`config.mk`:
```
export PLATFORM = sky130hd
export DESIGN_NAME = expr_lane_pipe
export DESIGN_NICKNAME = d
export VERILOG_FILES = /design/src/rtl/expr_lane_pipe.sv
export SDC_FILE = /design/constraint.sdc
export NUM_CORES = 1
export LEC_CHECK = 0
export BUFFER_PORTS_ARGS = -buffer_cell sky130_fd_sc_hd__clkbuf_2
export CAP_MARGIN = 20
export CORE_MARGIN = 2
export CORE_UTILIZATION = 55
export CTS_BUF_LIST = sky130_fd_sc_hd__clkbuf_8
export DETAILED_ROUTE_END_ITERATION = 6
export GPL_TIMING_DRIVEN = 0
export MAX_ROUTING_LAYER = met4
export PLACE_DENSITY = 0.86
export SYNTH_ARGS = -nofsm -noshare
export SYNTH_HDL_FRONTEND = slang
export SYNTH_SLANG_ARGS = --single-unit
export TNS_END_PERCENT = 20
```
`constraint.sdc`:
```
create_clock -name clk -period 4.9 [get_ports clk]
set_input_delay 0 -clock clk [delete_from_list [all_inputs] [get_ports clk]]
set_output_delay 0 -clock clk [all_outputs]
set_load 0.1 [all_outputs]
```
`src/rtl/expr_lane_pipe.sv`:
```
// rtl/expr_lane_pipe.sv - multi-lane mixed-signedness expression evaluator behind an elastic valid/ready pipeline
//
// Purpose:
//   Each transaction carries LANES independent two-operand expressions. Each
//   expression has its own opcode and signed/unsigned mode. All lanes are
//   evaluated combinationally at the input and captured in stage 0. The
//   remaining STAGES-1 register stages only carry the results forward. The
//   results leave as one packed bus, with lane 0 at the LSB.
//
// Optional feature:
//   EXPR_LANE_PIPE_DIV_EN - when defined, op 8 (DIV) and op 9 (MOD) are legal.
//   Otherwise ops 8-15 are illegal and no divider logic is built.
//
// Ports:
//   clk        clock, rising edge
//   rst_n      asynchronous active-low reset
//   in_valid   transaction offered
//   in_ready   transaction can be accepted this cycle
//   op         per-lane opcode, lane i at [4i+3:4i]
//   sgn        per-lane mode, 1 = two's-complement signed operands
//   a, b       per-lane operands, lane i at [W*i+W-1:W*i]
//   out_valid  result available
//   out_ready  consumer accepts the result
//   y          packed per-lane results
//   ovf        sticky per-lane overflow / illegal-op flags
//   clr_ovf    synchronous clear of ovf (a coincident set wins)

module expr_lane_pipe #(
    parameter int LANES  = 6,
    parameter int W      = 6,
    parameter int STAGES = 2
) (
    input  logic                 clk,
    input  logic                 rst_n,
    input  logic                 in_valid,
    output logic                 in_ready,
    input  logic [4*LANES-1:0]   op,
    input  logic [LANES-1:0]     sgn,
    input  logic [W*LANES-1:0]   a,
    input  logic [W*LANES-1:0]   b,
    output logic                 out_valid,
    input  logic                 out_ready,
    output logic [W*LANES-1:0]   y,
    output logic [LANES-1:0]     ovf,
    input  logic                 clr_ovf
);

    localparam int DW   = W * LANES;
    // The shift amount is b[clog2(W):0]. This field is always wide enough to
    // encode W itself, so "shift >= W" can be detected directly.
    localparam int SH_W = $clog2(W) + 1;

    localparam logic [3:0] OP_ADD  = 4'd0;
    localparam logic [3:0] OP_SUB  = 4'd1;
    localparam logic [3:0] OP_AND  = 4'd2;
    localparam logic [3:0] OP_XOR  = 4'd3;
    localparam logic [3:0] OP_SHL  = 4'd4;
    localparam logic [3:0] OP_SHR  = 4'd5;
    localparam logic [3:0] OP_LT   = 4'd6;
    localparam logic [3:0] OP_REDX = 4'd7;
`ifdef EXPR_LANE_PIPE_DIV_EN
    localparam logic [3:0] OP_DIV  = 4'd8;
    localparam logic [3:0] OP_MOD  = 4'd9;
`endif

    // Evaluate a single lane. The return value is {error_flag, result[W-1:0]}.
    function automatic logic [W:0] eval_lane(
        input logic [3:0]   o,
        input logic         s,
        input logic [W-1:0] x,
        input logic [W-1:0] z
    );
        logic [W:0]      wide;
        logic [W-1:0]    r;
        logic            e;
        logic [SH_W-1:0] sh;
        logic            big;
        logic            lt;
`ifdef EXPR_LANE_PIPE_DIV_EN
        logic [W-1:0]    minv;
        logic [W-1:0]    q;
        logic [W-1:0]    m;
`endif
        wide = '0;
        r    = '0;
        e    = 1'b0;
        sh   = z[SH_W-1:0];
        big  = (sh >= SH_W'(W));
        lt   = s ? ($signed(x) < $signed(z)) : (x < z);
`ifdef EXPR_LANE_PIPE_DIV_EN
        minv = {1'b1, {(W-1){1'b0}}};
        q    = '0;
        m    = '0;
`endif
        case (o)
            OP_ADD: begin
                wide = {1'b0, x} + {1'b0, z};
                r    = wide[W-1:0];
                // Signed overflow: like-signed operands produce an unlike-signed sum.
                e    = s ? ((x[W-1] == z[W-1]) && (r[W-1] != x[W-1])) : wide[W];
            end
            OP_SUB: begin
                wide = {1'b0, x} - {1'b0, z};
                r    = wide[W-1:0];
                // Unsigned mode: the extra MSB is the borrow out.
                e    = s ? ((x[W-1] != z[W-1]) && (r[W-1] != x[W-1])) : wide[W];
            end
            OP_AND: r = x & z;
            OP_XOR: r = x ^ z;
            OP_SHL: r = big ? '0 : (x << sh);
            OP_SHR: begin
                if (s) begin
                    r = big ? {W{x[W-1]}} : W'($signed(x) >>> sh);
                end else begin
                    r = big ? '0 : (x >> sh);
                end
            end
            OP_LT:  r = {{(W-1){1'b0}}, lt};
            OP_REDX: begin
                r[1] = ^x;
                r[0] = ^z;
            end
`ifdef EXPR_LANE_PIPE_DIV_EN
            OP_DIV, OP_MOD: begin
                if (z == '0) begin
                    // Division by zero: DIV returns all ones, MOD returns the dividend.
                    q = '1;
                    m = x;
                    e = 1'b1;
                end else if (s) begin
                    if ((x == minv) && (z == '1)) begin
                        // min / -1 cannot be represented. Only the quotient overflows.
                        q = minv;
                        m = '0;
                        e = (o == OP_DIV);
                    end else begin
                        q = W'($signed(x) / $signed(z));
                        m = W'($signed(x) % $signed(z));
                    end
                end else begin
                    q = x / z;
                    m = x % z;
                end
                r = (o == OP_DIV) ? q : m;
            end
`endif
            default: begin
                r = '0;
                e = 1'b1;
            end
        endcase
        return {e, r};
    endfunction

    // Evaluation of all lanes at the input
    logic [DW-1:0]    eval_y;
    logic [LANES-1:0] eval_err;

    always_comb begin
        eval_y   = '0;
        eval_err = '0;
        for (int l = 0; l < LANES; l++) begin
            {eval_err[l], eval_y[l*W +: W]} =
                eval_lane(op[4*l +: 4], sgn[l], a[l*W +: W], b[l*W +: W]);
        end
    end

    // Elastic pipeline
    // load_x[s] means stage s can take new contents this cycle. Index STAGES
    // stands for the consumer, so a full pipeline still advances as a whole
    // when out_ready is high. There is no bubble: ready ripples
    // combinationally from out_ready back to in_ready.
    logic [STAGES-1:0] v;
    logic [DW-1:0]     d [STAGES];
    logic [STAGES:0]   load_x;
    logic              accept;

    always_comb begin
        load_x         = '0;
        load_x[STAGES] = out_ready;
        for (int s = STAGES - 1; s >= 0; s--) begin
            load_x[s] = !v[s] || load_x[s+1];
        end
    end

    assign in_ready  = load_x[0];
    assign accept    = in_valid && load_x[0];
    assign out_valid = v[STAGES-1];
    assign y         = d[STAGES-1];

    always_ff @(posedge clk or negedge rst_n) begin
        if (!rst_n) begin
            v <= '0;
            for (int s = 0; s < STAGES; s++) begin
                d[s] <= '0;
            end
        end else begin
            if (load_x[0]) begin
                v[0] <= in_valid;
                if (in_valid) begin
                    d[0] <= eval_y;
                end
            end
            for (int s = 1; s < STAGES; s++) begin
                if (load_x[s]) begin
                    v[s] <= v[s-1];
                    // Data is only copied along with a valid token, so that
                    // y keeps the last result while the pipe is empty.
                    if (v[s-1]) begin
                        d[s] <= d[s-1];
                    end
                end
            end
        end
    end

    // Sticky flags are set when a transaction is written into stage 0. The
    // set is OR-ed in after the clear, so a coincident set survives the clear.
    always_ff @(posedge clk or negedge rst_n) begin
        if (!rst_n) begin
            ovf <= '0;
        end else if (clr_ovf || accept) begin
            ovf <= (clr_ovf ? '0 : ovf) | (accept ? eval_err : '0);
        end
    end

endmodule

```
==> flow_summary.ini, run 1 <==
[status]
outcome = finished, final reports clean

[synth]
synth_top_family_by_area = compound AO/OA/AOI/OAI gates
async_reset_ff_share_pct = 100
synth_area_sq_um = 11900
synthXorXnorAreaFrac_pct = 5.36
muxShareOfSynthArea_pct = 14.0
yosysWarnings = 0
ys.flop_type = dfrtp_1
synth_edf_count = 0
synth_fa_ha_area_share_pct = 11.5
synth_compound_area_share_pct = 24.5
avgSynthCellArea_sq_um = 8.11
synth.distinct_cells = 90
ys_ff_latch = 80
synthSimpleGateAreaFrac_pct = 18.7
synth_fp_nets = 1680
seq_area_frac_synth_pct = 16.8
syn_inst = 1471

[final_layout]
area_delta_synth_final_pct = 11.1
layout_commonest_cell = clkbuf_2
seqCellArea_sq_um = 2000
multiInputGateArea_sq_um = 8830
fin_util_pct = 62.7
nNetsFinal = 1839
fillers = 1875
drive_gt1_share_pct = 21.5
antenna_cells = 0
final_cell_mix = clkbuf_2 (145), nand2_1 (119), a21oi_1 (104)

[clock_tree]
clock_latency_ps = 350
clockBufferDepth = 2
post_cts_buffers = 0
cts_tree = done
clk_pin_slew_ps = 80
post_cts_resized = 0
cts.sinks = 80
cts_buffers = 9
htree_levels = 3
root_buffer = clkbuf_8

[hold_path]
worstHoldStart = op[19]
min_path_type = input pin to register
whs_endpoint = ovf[4]
holdPathStages = 3

[timing]
setup_viol_count_final = 0
max-slew-margin-rel_pct = 47.2
timing.final.crit_share_pct = 50.4
skew_ps = 8.20
drv_slew = 0
tns_ps = 0
rsz0062_at_grt = no
tightest_slew_ps = 791
finalHoldViolCount = 0
fin_hold_ws_ps = 37.3
min_period_ps = 2470
fmax_mhz = 405

[detailed_routing]
route.vias.total = 12200
ant_nets = 0
drc = 0
dr.first_iter.drc_count = 1174
dr.pass1.iters = 6
wl_per_cell_microns = 19.1
viasPerCell = 6.40
wirelength_microns = 36600

[critical_path]
end_kind = register
rrSetupSlack_ps = 2430
cp.required_ps = 5130
worstReg2RegEnd = d[42]
path_class = register to register
cp-start-kind = register
worstPathArrival_ps = 2700
r2r_cells = 7
path_max_fanout = 10
r2r_start = v[1]

[grt]
grt_use_total_pct = 32.4
grt_antenna_before_repair = 0
grt_pass1_vias = 11100
grt_max_degree = 49
grt_overflow = 0
grt_pass1_wl_microns = 57900

[floorplan]
core_area_sq_um = 21200
chipWidth_microns = 151
die_h_microns = 151
rows = 53
dieArea_sq_um = 22900
io_pins = 151
floorplan.initialDensity_pct = 56.4

[job]
maxCapViolCount = 0

[placement]
portBuffers = 143
dpl.hpwl_microns = 29000
place_congestion = 0.999

[power]
leakagePower_uw = 0.00588
peakVddDrop_uv = 120
powerDensity_nw_per_um2 = 218
-- cell type report --
cell class	count	share of cell area (%)
multi-input cells	1164	66.6
flip-flops and latches	80	15.1
repair buffers	148	5.93
plain buffers	124	5.41
inverters	103	2.92
well taps	275	2.60
clock buffers	12	1.25
clock inverters	4	0.208
-- logic make-up after synthesis --
family / Yosys count
flops: 80
fa+ha+maj: 102
mux: 118
compound gates: 430
buf+inv: 227
xor+xnor: 73
simple gates: 441
-- critical path, cell delays in order, from the launching register on --
cell and delay (ps):
dfrtp_1 420, nand3b_1 160, and2_1 200, buf_2 250, clkbuf_1 630, nand4_1 200, a311oi_1 370, a21oi_1 120
-- metal layers --
layer / GRT usage [%] / vias up / part of all wire, %
li1: - / 5708 / -
met1: 46.3 / 5828 / 44
met2: 49.4 / 632 / 46
met3: 3.37 / 56 / 8.3
met4: 7.76 / 0 / 1.9
met5: - / - / 0
-- registers in the layout, summed over array words and instances, names as in the netlist --
| signal | count |
|---|---|
| d | 36 |
| y | 36 |
| ovf | 6 |
| v | 2 |
-- metrics by stage --
| stage | area (sq um) | setup WS (ps) | total power (uW) | std cells |
|---|---|---|---|---|
| 6_report | 13300 | 2430 | 2890 | 1910 |
| 4_1_cts | 13300 | 2480 | 2880 | 1910 |
| 5_1_grt | 13300 | 2360 | 3060 | 1910 |
| 3_5_place_dp | 13000 | 2310 | 2420 | 1890 |
| 3_3_place_gp | 13000 | 2360 | 2390 | 1889 |
| 2_1_floorplan | 11900 | 1550 | 2010 | 1471 |
-- worst max path at each step --
stage,start,end,slack (ps),cells past startpoint
floorplan,v[1],ovf[1],1550,6
detailed placement,b[13],ovf[2],2310,11
global route,v[1],d[42],2360,7
CTS,v[1],d[42],2480,7
global placement,b[13],ovf[2],2360,11
finish,v[1],d[42],2430,7
-- cells in the mapped netlist (all sizes together) (6+ instances only) --
library cell | number | area [sq um]
o31ai | 14 | 119
a211o | 8 | 70.1
o21a | 11 | 82.6
o21bai | 9 | 67.6
a31oi | 19 | 119
mux2i | 41 | 410
nor2 | 100 | 385
clkbuf | 36 | 139
nor4 | 16 | 106
o311ai | 8 | 70.1
a21o | 12 | 90.1
a221o | 7 | 71.3
a211oi | 18 | 140
nor3 | 35 | 180
dfrtp | 80 | 2000
nor2b | 33 | 209
fa | 12 | 240
a22oi | 15 | 113
o21ai | 97 | 485
o211ai | 14 | 105
nand2b | 29 | 189
or3 | 10 | 62.6
nand3 | 28 | 140
and2 | 14 | 90.1
o221ai | 7 | 61.3
nor3b | 11 | 92.6
a21oi | 104 | 521
mux4 | 35 | 788
inv | 103 | 387
buf | 88 | 578
o22ai | 10 | 62.6
mux2 | 42 | 473
a41oi | 8 | 70.1
ha | 90 | 1130
nand2 | 120 | 453
a2111oi | 6 | 96.3
nand4 | 16 | 100
xor2 | 11 | 96.3
a32oi | 6 | 52.6
xnor2 | 62 | 543
and3 | 9 | 56.3
-- timing repair --
item	4_1_cts	5_1_grt
hold buffers	4	0
setup endpoints to repair	0	0
hold endpoints to repair	34	0
-- report_power, final --
part	switching [uW]	leakage [uW]	internal, uW
Clock	232	0.0000906	224
Combinational	1090	0.00473	556
Sequential	48.3	0.00106	739
Power figures use the tool's default switching activity.
==> run 2: changes to the inputs <==
--- a/config.mk
+++ b/config.mk
@@ -13,7 +13,7 @@
 export DETAILED_ROUTE_END_ITERATION = 6
 export GPL_TIMING_DRIVEN = 0
 export MAX_ROUTING_LAYER = met4
-export PLACE_DENSITY = 0.86
+export PLACE_DENSITY = 0.89
 export SYNTH_ARGS = -nofsm -noshare
 export SYNTH_HDL_FRONTEND = slang
 export SYNTH_SLANG_ARGS = --single-unit
==> constraint.sdc (replaced) <==
create_clock -name clk -period 2.1 [get_ports clk]
set_input_delay 0 -clock clk [delete_from_list [all_inputs] [get_ports clk]]
set_output_delay 0 -clock clk [all_outputs]
set_load 0.1 [all_outputs]
==> flow_summary.ini, run 2 (synthesis results as in run 1) <==
[status]
outcome = finished, violations left
violations = negative setup slack

[timing]
max-slew-margin-rel_pct = 50.6
tightest_slew_ps = 740
fmax_mhz = 465
drv_slew = 0
finalHoldViolCount = 0
rsz0062_at_grt = yes
min_period_ps = 2150
tns_ps = -52.2
skew_ps = 6.63
timing.final.crit_share_pct = 102
setup_slack_ps = -52.2
fin_hold_ws_ps = 74.6
setup_viol_count_final = 1

[clock_tree]
clock_latency_ps = 340
cts_buffers = 9
clk_pin_slew_ps = 80
htree_levels = 3
clockBufferDepth = 2
cts_tree = done
root_buffer = clkbuf_8
cts.sinks = 80

[final_layout]
seqCellArea_sq_um = 2010
fillers = 1898
fin_util_pct = 63.2
antenna_cells = 0
multiInputGateArea_sq_um = 8910
area_delta_synth_final_pct = 12.0
layout_commonest_cell = clkbuf_2
nNetsFinal = 1837
postLayoutCellArea_sq_um = 13400
drive_gt1_share_pct = 22.5
final_cell_mix = clkbuf_2 (146), nand2_1 (118), inv_1 (103)

[grt]
met2_usage_pct = 48.1
grt_antenna_before_repair = 0
globalRoute.busiestLayer = met2
grt_max_degree = 71
grt_pass1_vias = 10900
grt_overflow = 0
grt_use_met1_pct = 46.5
use_met3_pct = 2.62
grt_pass1_wl_microns = 56600
grt_use_total_pct = 31.8

[power]
peakVddDrop_uv = 357
p_int_uw = 3610
power_frac_seq_pct = 27.2
leakagePower_uw = 0.00594
power_frac_clock_pct = 16.0
comb_power_share_pct = 56.9
p_sw_share_pct = 46.9
switching_power_uw = 3190
powerDensity_nw_per_um2 = 509

[floorplan]
dieArea_sq_um = 22900
core_area_sq_um = 21200
chipWidth_microns = 151
floorplan.initialDensity_pct = 56.4
die_h_microns = 151
io_pins = 151
rows = 53

[critical_path]
cp_cell_sequence = clkbuf_2 > buf_6 > buf_2 > inv_1 > fa_1 > a21o_1 > a21oi_2 > mux2i_1 > o22ai_1 > a211oi_1 > o21ai_0
slowest_delay_ps = 500
cp-start-kind = input pin
path_class = input pin to register
end_kind = register
worstPathArrival_ps = 2370
path_max_fanout = 10
slowest_stage = fa_1
cp.required_ps = 2320

[detailed_routing]
ant_nets = 0
viasPerCell = 6.39
drc = 0
dr.pass1.iters = 6
wirelength_microns = 36000
wl_per_cell_microns = 18.9
dr.first_iter.drc_count = 1231
route.vias.total = 12200

[placement]
portBuffers = 143
place_congestion = 1.03
dpl.hpwl_microns = 28400
placed_area_sq_um = 13100

[hold_path]
min_path_type = input pin to register

[job]
maxCapViolCount = 0
-- run 2: changes by cell type in the layout (fill, tap and decap cells not counted), moves of 3 or more --
cell,before,now
o21ai_0,92,89
nor4_2,1,4
clkbuf_1,33,28
buf_2,42,37
clkinvlp_4,3,0
nor4_1,15,12
o21ai_1,5,8
-- run 2: per-layer routing --
| layer | routed length [microns] | vias to the layer above | part of all wire, % |
|---|---|---|---|
| met5 | 0 | - | 0 |
| met3 | 2860 | 65 | 8.0 |
| met1 | 16200 | 5842 | 45 |
| li1 | - | 5687 | - |
| met2 | 16200 | 585 | 45 |
| met4 | 713 | 0 | 2.0 |
-- run 2: final cells by class --
cell class              count  area share (%)
repair buffers            147            5.80
clock buffers              10            1.03
plain buffers             123            5.67
flip-flops and latches     80            15.0
well taps                 275            2.57
multi-input cells        1164            66.7
inverters                 103            2.89
clock inverters             5           0.365
-- run 2: worst paths after layout --
check	start	cells past startpoint	end	slack, ps
worst max-delay path	b[25]	11	d[64]	-50
worst min-delay path	op[19]	3	ovf[4]	70
worst max register to register	v[1]	6	d[48]	90
worst min register to register	d[44]	1	d[44]	490
max in group asynchronous	rst_n	3	y[20]	1450
min in group asynchronous	rst_n	2	v[0]	80
-- run 2: worst max-delay path, delay by kind of cell --
family                     cells  cell delay, ps
buffers and inverters          4             690
muxes                          1             220
adders and majority gates      1             500
AOI/OAI and AO/OA              5             970
-- run 2: repair_timing --
| item | CTS | global route |
|---|---|---|
| hold buffers | 3 | 0 |
| pin swaps | 0 | 0 |
| resized for setup | 3 | 13 |
| setup endpoints to repair | 3 | 18 |
| hold endpoints to repair | 82 | 0 |
| setup buffers | 0 | 0 |
-- run 2: power groups by stage --
stage | clock, uW | combinational (uW) | sequential, uW
3_3_place_gp | 0 | 3720 | 1870
4_1_cts | 1100 | 3800 | 1850
2_1_floorplan | 0 | 2780 | 1940
3_5_place_dp | 0 | 3780 | 1880
5_1_grt | 1170 | 4120 | 1870
6_report | 1090 | 3870 | 1850
-- run 2: metrics by stage --
step                setup WS (ps)  instances  total power (uW)
floorplan                    -636       1471              4720
global placement             -391       1889              5590
detailed placement           -412       1890              5660
CTS                          30.2       1908              6750
global route                -89.2       1907              7160
finish                      -52.2       1907              6800
